File: src/rtl/fetch_pc_unit_if.sv
// Instruction-memory request/response bundle between the fetch unit and imem.
// One request is outstanding at most; requests use valid/ready, responses are valid-only.
interface fetch_pc_unit_if;
  logic        imem_req_valid;
  logic [31:0] imem_addr;
  logic        imem_req_ready;
  logic        imem_rsp_valid;
  logic [31:0] imem_rsp_data;

  modport master (
    output imem_req_valid,
    output imem_addr,
    input  imem_req_ready,
    input  imem_rsp_valid,
    input  imem_rsp_data
  );

  modport slave (
    input  imem_req_valid,
    input  imem_addr,
    output imem_req_ready,
    output imem_rsp_valid,
    output imem_rsp_data
  );
endinterface

File: src/rtl/fetch_pc_unit.sv
// PC generator and IF/ID register: one imem request in flight, 2-cycle best-case fetch.
// Stall freezes PC and IF/ID (a response arriving under stall is parked); branch flushes.
module fetch_pc_unit #(
  parameter logic [31:0] RESET_PC = 32'h00000000
) (
  input  logic                   clk,
  input  logic                   rst,
  input  logic                   stall,
  input  logic                   branch_taken,
  input  logic [31:0]            branch_target,
  fetch_pc_unit_if.master        imem,
  output logic                   ifid_valid,
  output logic [31:0]            ifid_pc4,
  output logic [31:0]            ifid_instr,
  output logic                   misalign_err
);

  typedef enum logic [1:0] {
    S_REQ  = 2'd0,
    S_WAIT = 2'd1,
    S_HOLD = 2'd2
  } state_t;

  state_t      state_q, state_d;
  logic [31:0] pc_q, pc_d;
  logic        kill_q, kill_d;
  logic [31:0] hold_q, hold_d;
  logic        ifid_valid_q, ifid_valid_d;
  logic [31:0] ifid_pc4_q, ifid_pc4_d;
  logic [31:0] ifid_instr_q, ifid_instr_d;
  logic        misalign_q, misalign_d;

  logic        req_fire;
  logic [31:0] pc_plus4;

  assign pc_plus4 = pc_q + 32'd4;
  assign req_fire = (state_q == S_REQ) && imem.imem_req_ready;

  always_ff @(posedge clk) begin
    if (rst) begin
      state_q      <= S_REQ;
      pc_q         <= RESET_PC;
      kill_q       <= 1'b0;
      hold_q       <= 32'h00000000;
      ifid_valid_q <= 1'b0;
      ifid_pc4_q   <= 32'h00000000;
      ifid_instr_q <= 32'h00000000;
      misalign_q   <= 1'b0;
    end else begin
      state_q      <= state_d;
      pc_q         <= pc_d;
      kill_q       <= kill_d;
      hold_q       <= hold_d;
      ifid_valid_q <= ifid_valid_d;
      ifid_pc4_q   <= ifid_pc4_d;
      ifid_instr_q <= ifid_instr_d;
      misalign_q   <= misalign_d;
    end
  end

  always_comb begin
    state_d      = state_q;
    pc_d         = pc_q;
    kill_d       = kill_q;
    hold_d       = hold_q;
    ifid_valid_d = ifid_valid_q;
    ifid_pc4_d   = ifid_pc4_q;
    ifid_instr_d = ifid_instr_q;
    misalign_d   = 1'b0;

    if (branch_taken) begin
      pc_d         = {branch_target[31:2], 2'b00};
      ifid_valid_d = 1'b0;
      hold_d       = 32'h00000000;
      misalign_d   = |branch_target[1:0];
      kill_d       = 1'b0;
      case (state_q)
        S_REQ: begin
          if (req_fire) begin
            state_d = S_WAIT;
            kill_d  = 1'b1;
          end else begin
            state_d = S_REQ;
          end
        end
        S_WAIT: begin
          // A response landing on the branch cycle retires the stale request itself.
          if (imem.imem_rsp_valid) begin
            state_d = S_REQ;
          end else begin
            state_d = S_WAIT;
            kill_d  = 1'b1;
          end
        end
        default: state_d = S_REQ;
      endcase
    end else begin
      case (state_q)
        S_REQ: begin
          if (req_fire) state_d = S_WAIT;
        end
        S_WAIT: begin
          if (imem.imem_rsp_valid) begin
            if (kill_q) begin
              kill_d  = 1'b0;
              state_d = S_REQ;
            end else if (stall) begin
              hold_d  = imem.imem_rsp_data;
              state_d = S_HOLD;
            end else begin
              ifid_valid_d = 1'b1;
              ifid_pc4_d   = pc_plus4;
              ifid_instr_d = imem.imem_rsp_data;
              pc_d         = pc_plus4;
              state_d      = S_REQ;
            end
          end
        end
        S_HOLD: begin
          if (!stall) begin
            ifid_valid_d = 1'b1;
            ifid_pc4_d   = pc_plus4;
            ifid_instr_d = hold_q;
            pc_d         = pc_plus4;
            state_d      = S_REQ;
          end
        end
        default: state_d = S_REQ;
      endcase
    end
  end

  assign imem.imem_req_valid = (state_q == S_REQ);
  assign imem.imem_addr      = pc_q;
  assign ifid_valid          = ifid_valid_q;
  assign ifid_pc4            = ifid_pc4_q;
  assign ifid_instr          = ifid_instr_q;
  assign misalign_err        = misalign_q;

endmodule

File: src/flat_wrapper.sv
// flat-port wrapper written by rule: the top's interface ports become plain ports
module fetch_pc_unit_flat 
#(
  parameter logic [31:0] RESET_PC = 32'h00000000
)
  (clk, rst, stall, branch_taken, branch_target, ifid_valid, ifid_pc4, ifid_instr, misalign_err, imem_imem_req_valid, imem_imem_addr, imem_imem_req_ready, imem_imem_rsp_valid, imem_imem_rsp_data);
  fetch_pc_unit_if imem_i ();
  input  logic clk;
  input  logic rst;
  input  logic stall;
  input  logic branch_taken;
  input  logic [31:0] branch_target;
  output logic ifid_valid;
  output logic [31:0] ifid_pc4;
  output logic [31:0] ifid_instr;
  output logic misalign_err;
  output wire logic [$bits(imem_i.imem_req_valid)-1:0] imem_imem_req_valid;
  output wire logic [$bits(imem_i.imem_addr)-1:0] imem_imem_addr;
  input wire logic [$bits(imem_i.imem_req_ready)-1:0] imem_imem_req_ready;
  input wire logic [$bits(imem_i.imem_rsp_valid)-1:0] imem_imem_rsp_valid;
  input wire logic [$bits(imem_i.imem_rsp_data)-1:0] imem_imem_rsp_data;
  assign imem_imem_req_valid = imem_i.imem_req_valid;
  assign imem_imem_addr = imem_i.imem_addr;
  assign imem_i.imem_req_ready = imem_imem_req_ready;
  assign imem_i.imem_rsp_valid = imem_imem_rsp_valid;
  assign imem_i.imem_rsp_data = imem_imem_rsp_data;
  fetch_pc_unit #(.RESET_PC(RESET_PC)) u_core (.clk(clk), .rst(rst), .stall(stall), .branch_taken(branch_taken), .branch_target(branch_target), .imem(imem_i), .ifid_valid(ifid_valid), .ifid_pc4(ifid_pc4), .ifid_instr(ifid_instr), .misalign_err(misalign_err));
endmodule
File: config.mk
export PLATFORM = sky130hd
export DESIGN_NAME = fetch_pc_unit_flat
export DESIGN_NICKNAME = d
export VERILOG_FILES = /design/src/rtl/fetch_pc_unit_if.sv /design/src/rtl/fetch_pc_unit.sv /design/src/flat_wrapper.sv
export SDC_FILE = /design/constraint.sdc
export NUM_CORES = 1
export LEC_CHECK = 0
export ABC_CLOCK_PERIOD_IN_PS = 2300
export CAP_MARGIN = 0
export CORE_MARGIN = 5
export CORE_UTILIZATION = 48
export CTS_CLUSTER_SIZE = 25
export DETAILED_ROUTE_END_ITERATION = 8
export GPL_ROUTABILITY_DRIVEN = 0
export PLACE_DENSITY = 0.77
export REMOVE_ABC_BUFFERS = 1
export SLEW_MARGIN = 10
export SYNTH_ARGS = -nofsm -noshare
export SYNTH_HDL_FRONTEND = slang
export SYNTH_SLANG_ARGS = --single-unit
File: constraint.sdc
create_clock -name clk -period 2.3 [get_ports clk]
set_input_delay 0.46 -clock clk [delete_from_list [all_inputs] [get_ports clk]]
set_output_delay 0.46 -clock clk [all_outputs]
set_load 0.05 [all_outputs]
==> results.sh <==
export IMPL_status="finished clean"
export IMPL_whs_ns=0.453
export IMPL_synth_cells=681
export IMPL_power_density_nw_per_um2=752
export IMPL_portBuffers=164
export IMPL_final_cell_mix="clkdlybuf4s50_1 (157), dfxtp_1 (129), nor2_1 (91)"
export IMPL_ys_seq_area_frac=0.433
export IMPL_critPathMaxStageDelay_ns=0.89
export IMPL_start_util=0.492
export IMPL_ys_flop_type="dfxtp_1"
export IMPL_busiest_layer="met2"
export IMPL_grt_pass1_vias=5510
export IMPL_antenna_found_initial=0
export IMPL_clockRootBuffer="clkbuf_16"
export IMPL_ant_nets=0
export IMPL_worstReg2RegStart="u_core.imem.imem_addr[15]"
export IMPL_grt_max_degree=94
export IMPL_setup_viol=0
export IMPL_overflow=0
export IMPL_max_clock_path_buffers=2
export IMPL_min_period_ns=2.24
export IMPL_ff2ff_setup_slack_ns=0.22
export IMPL_crit_path_max_fanout=6
export IMPL_ioPinCount=169
export IMPL_grtUsageMet1=0.283
export IMPL_dr_pass1_iters=4
export IMPL_synth_edff_count=0
export IMPL_tightestPinTransition_ns=0.575
export IMPL_rsz0062_at_grt="no"
export IMPL_first_iter_violations=406
export IMPL_slew_headroom=0.615
export IMPL_die_y_um=121
export IMPL_finClkSkew_ns=0.00702
export IMPL_grt_first_pass_wirelength_um=26900
export IMPL_yosys_cell_types_count=41
export IMPL_cap_viol_max_count=0
export IMPL_hold_class="flip-flop to flip-flop"
export IMPL_ir_drop_mv=0.436
export IMPL_grt_use_met3=0.0793
export IMPL_fmax_ghz=0.447
export IMPL_path_delay_family="buffers and inverters"
export IMPL_min_delay_start="u_core.hold_q[20]"
export IMPL_r2r_end="u_core.imem.imem_addr[31]"
export IMPL_syn_to_final_growth_pct=43.0
export IMPL_end_kind="primary output"
export IMPL_final_common_cell="clkdlybuf4s50_1"
export IMPL_yosysWarnings=0
export IMPL_crit_path_start_kind="flip-flop"
export IMPL_grtUsageTotal=0.226
export IMPL_core_area_um2=12100
export IMPL_synth_avg_cell_area_um2=8.75
export IMPL_antennaDiodeCount=0
export IMPL_insertion_delay_ns=0.42
export IMPL_cts_tree="yes"
export IMPL_hpwlAfterDp_um=11400
export IMPL_dieArea_um2=14800
export IMPL_drv_slew=0
export IMPL_routed_wl_um=16600
export IMPL_final_core_util=0.704
export IMPL_h_tree_depth=4
export IMPL_worstHoldEndpoint="u_core.hold_q[20]"
export IMPL_period_share=0.974
export IMPL_r2r_cells=5
export IMPL_crit_type="flip-flop to primary output"
export IMPL_via_per_inst=5.36
export IMPL_nets=905
export IMPL_required_ns=1.84
export IMPL_ys_ff_latch=129
export IMPL_die_w_um=121
export IMPL_fillers=938
export IMPL_numCtsBuffers=17
export IMPL_leakage_uw=0.00315
export IMPL_synth_async_reset_ratio=0
export IMPL_holdPathStages=2
export IMPL_hold_viol_final=0
export IMPL_netlist_area_um2=5960
export IMPL_path_clk_slew_ns=0.06
export IMPL_cp_slowest_cell="clkdlybuf4s50_1"
export IMPL_path_buf_inv=1
export IMPL_route_detailed_drc=0
export IMPL_clkSinkCount=129
export IMPL_crit_arrival_ns=1.78
export IMPL_cp_cell_sequence="clkdlybuf4s50_1"
export IMPL_grt_util_met2=0.363
export IMPL_drive_gt1_frac=0.0980
export IMPL_via_count=5438
export IMPL_wl_per_cell_um=16.4
export IMPL_fp_row_count=40
-- worst max path at each step --
| stage | startpoint | to | slack, ns | depth (start not counted) |
|---|---|---|---|---|
| CTS | u_core.imem.imem_addr[18] | imem_imem_addr[18] | 0.02 | 1 |
| detailed placement | imem_imem_rsp_valid | u_core.imem.imem_addr[21] | -0.03 | 7 |
| global route | u_core.imem.imem_addr[4] | imem_imem_addr[4] | 0.003 | 1 |
| finish | u_core.imem.imem_addr[17] | imem_imem_addr[17] | 0.06 | 1 |
| floorplan | u_core.state_q[0] | u_core.ifid_pc4[2] | -4.14 | 4 |
| global placement | imem_imem_rsp_valid | u_core.imem.imem_addr[21] | 0.005 | 7 |
-- Yosys cell counts (2+ instances only) --
| master | number | area share |
|---|---|---|
| dfxtp_1 | 129 | 0.43 |
| nor2_1 | 93 | 0.059 |
| nand2_1 | 87 | 0.055 |
| a211oi_1 | 75 | 0.094 |
| xnor2_1 | 46 | 0.068 |
| a21oi_1 | 45 | 0.038 |
| mux2i_1 | 33 | 0.055 |
| clkbuf_1 | 29 | 0.018 |
| buf_2 | 17 | 0.014 |
| nor3_1 | 15 | 0.013 |
| and4_1 | 9 | 0.013 |
| buf_4 | 9 | 0.011 |
| inv_1 | 9 | 0.0057 |
| nand3_1 | 9 | 0.0076 |
| nand4_1 | 8 | 0.0084 |
| xor2_1 | 8 | 0.012 |
| and3_1 | 6 | 0.0063 |
| o21bai_1 | 6 | 0.0076 |
| nor3_2 | 5 | 0.0084 |
| nor4_2 | 5 | 0.010 |
| nor4_4 | 4 | 0.014 |
| o21a_1 | 4 | 0.0050 |
| buf_6 | 3 | 0.0057 |
| o21ai_1 | 3 | 0.0025 |
| a311oi_1 | 2 | 0.0029 |
| and2_1 | 2 | 0.0021 |
| nand3_2 | 2 | 0.0034 |
| nand4_4 | 2 | 0.0071 |
| nor4_1 | 2 | 0.0021 |
| o21ai_0 | 2 | 0.0017 |
| or2_2 | 2 | 0.0021 |
-- stage by stage --
stage | setup TNS (ns) | cells | total power [uW] | worst slack [ns] | area, um^2
3_5_place_dp | -0.0797 | 979 | 3260 | -0.0346 | 7760
2_1_floorplan | -267.05 | 625 | 2880 | -4.14 | 5670
5_1_grt | 0 | 1015 | 6600 | 0.00334 | 8530
3_3_place_gp | 0 | 979 | 3250 | 0.00509 | 7760
4_1_cts | 0 | 1011 | 6440 | 0.0231 | 8470
6_report | 0 | 1015 | 6410 | 0.0607 | 8530
-- logic make-up after synthesis --
group,count (synthesis),synth area share
xor+xnor,54,0.0793
simple gates,254,0.216
compound gates,141,0.158
flops,129,0.433
mux,33,0.0554
fa+ha+maj,1,0.00210
other cells,1,0.000629
buf+inv,68,0.0558
-- what timing repair did --
item | in CTS | in global routing
gates resized for setup | 0 | 6
endpoints found under the setup margin | 0 | 13
hold buffers | 0 | 0
setup buffers | 0 | 4
-- power by group --
part / internal, uW / leakage [uW] / total [uW] / switching [uW]
registers: 2310 / 0.00105 / 2390 / 81.6
logic: 344 / 0.00176 / 839 / 495
clock network: 2200 / 0.000345 / 3190 / 984
-- sequential cells by signal (all words and copies together), names as in the netlist --
name                   count
u_core.state_q             2
u_core.ifid_valid          1
u_core.misalign_err        1
u_core.imem.imem_addr     30
u_core.hold_q             32
u_core.kill_q              1
u_core.ifid_instr         32
u_core.ifid_pc4           30
-- routing by layer --
layer | up-vias | wire length, um
li1 | 2675 | -
met1 | 2543 | 7380
met2 | 194 | 7620
met3 | 26 | 1340
met4 | 0 | 269
met5 | - | 0
-- layout make-up --
type,count,area (um^2),area share
clock buffer,23,508,0.0596
timing repair buffer,190,1920,0.226
multi-input combinational,487,3070,0.360
sequential,129,2580,0.303
tap,168,210,0.0247
clock inverter,9,198,0.0232
inverter,9,33.8,0.00396
Note: power is estimated with default switching activity, not from simulation.
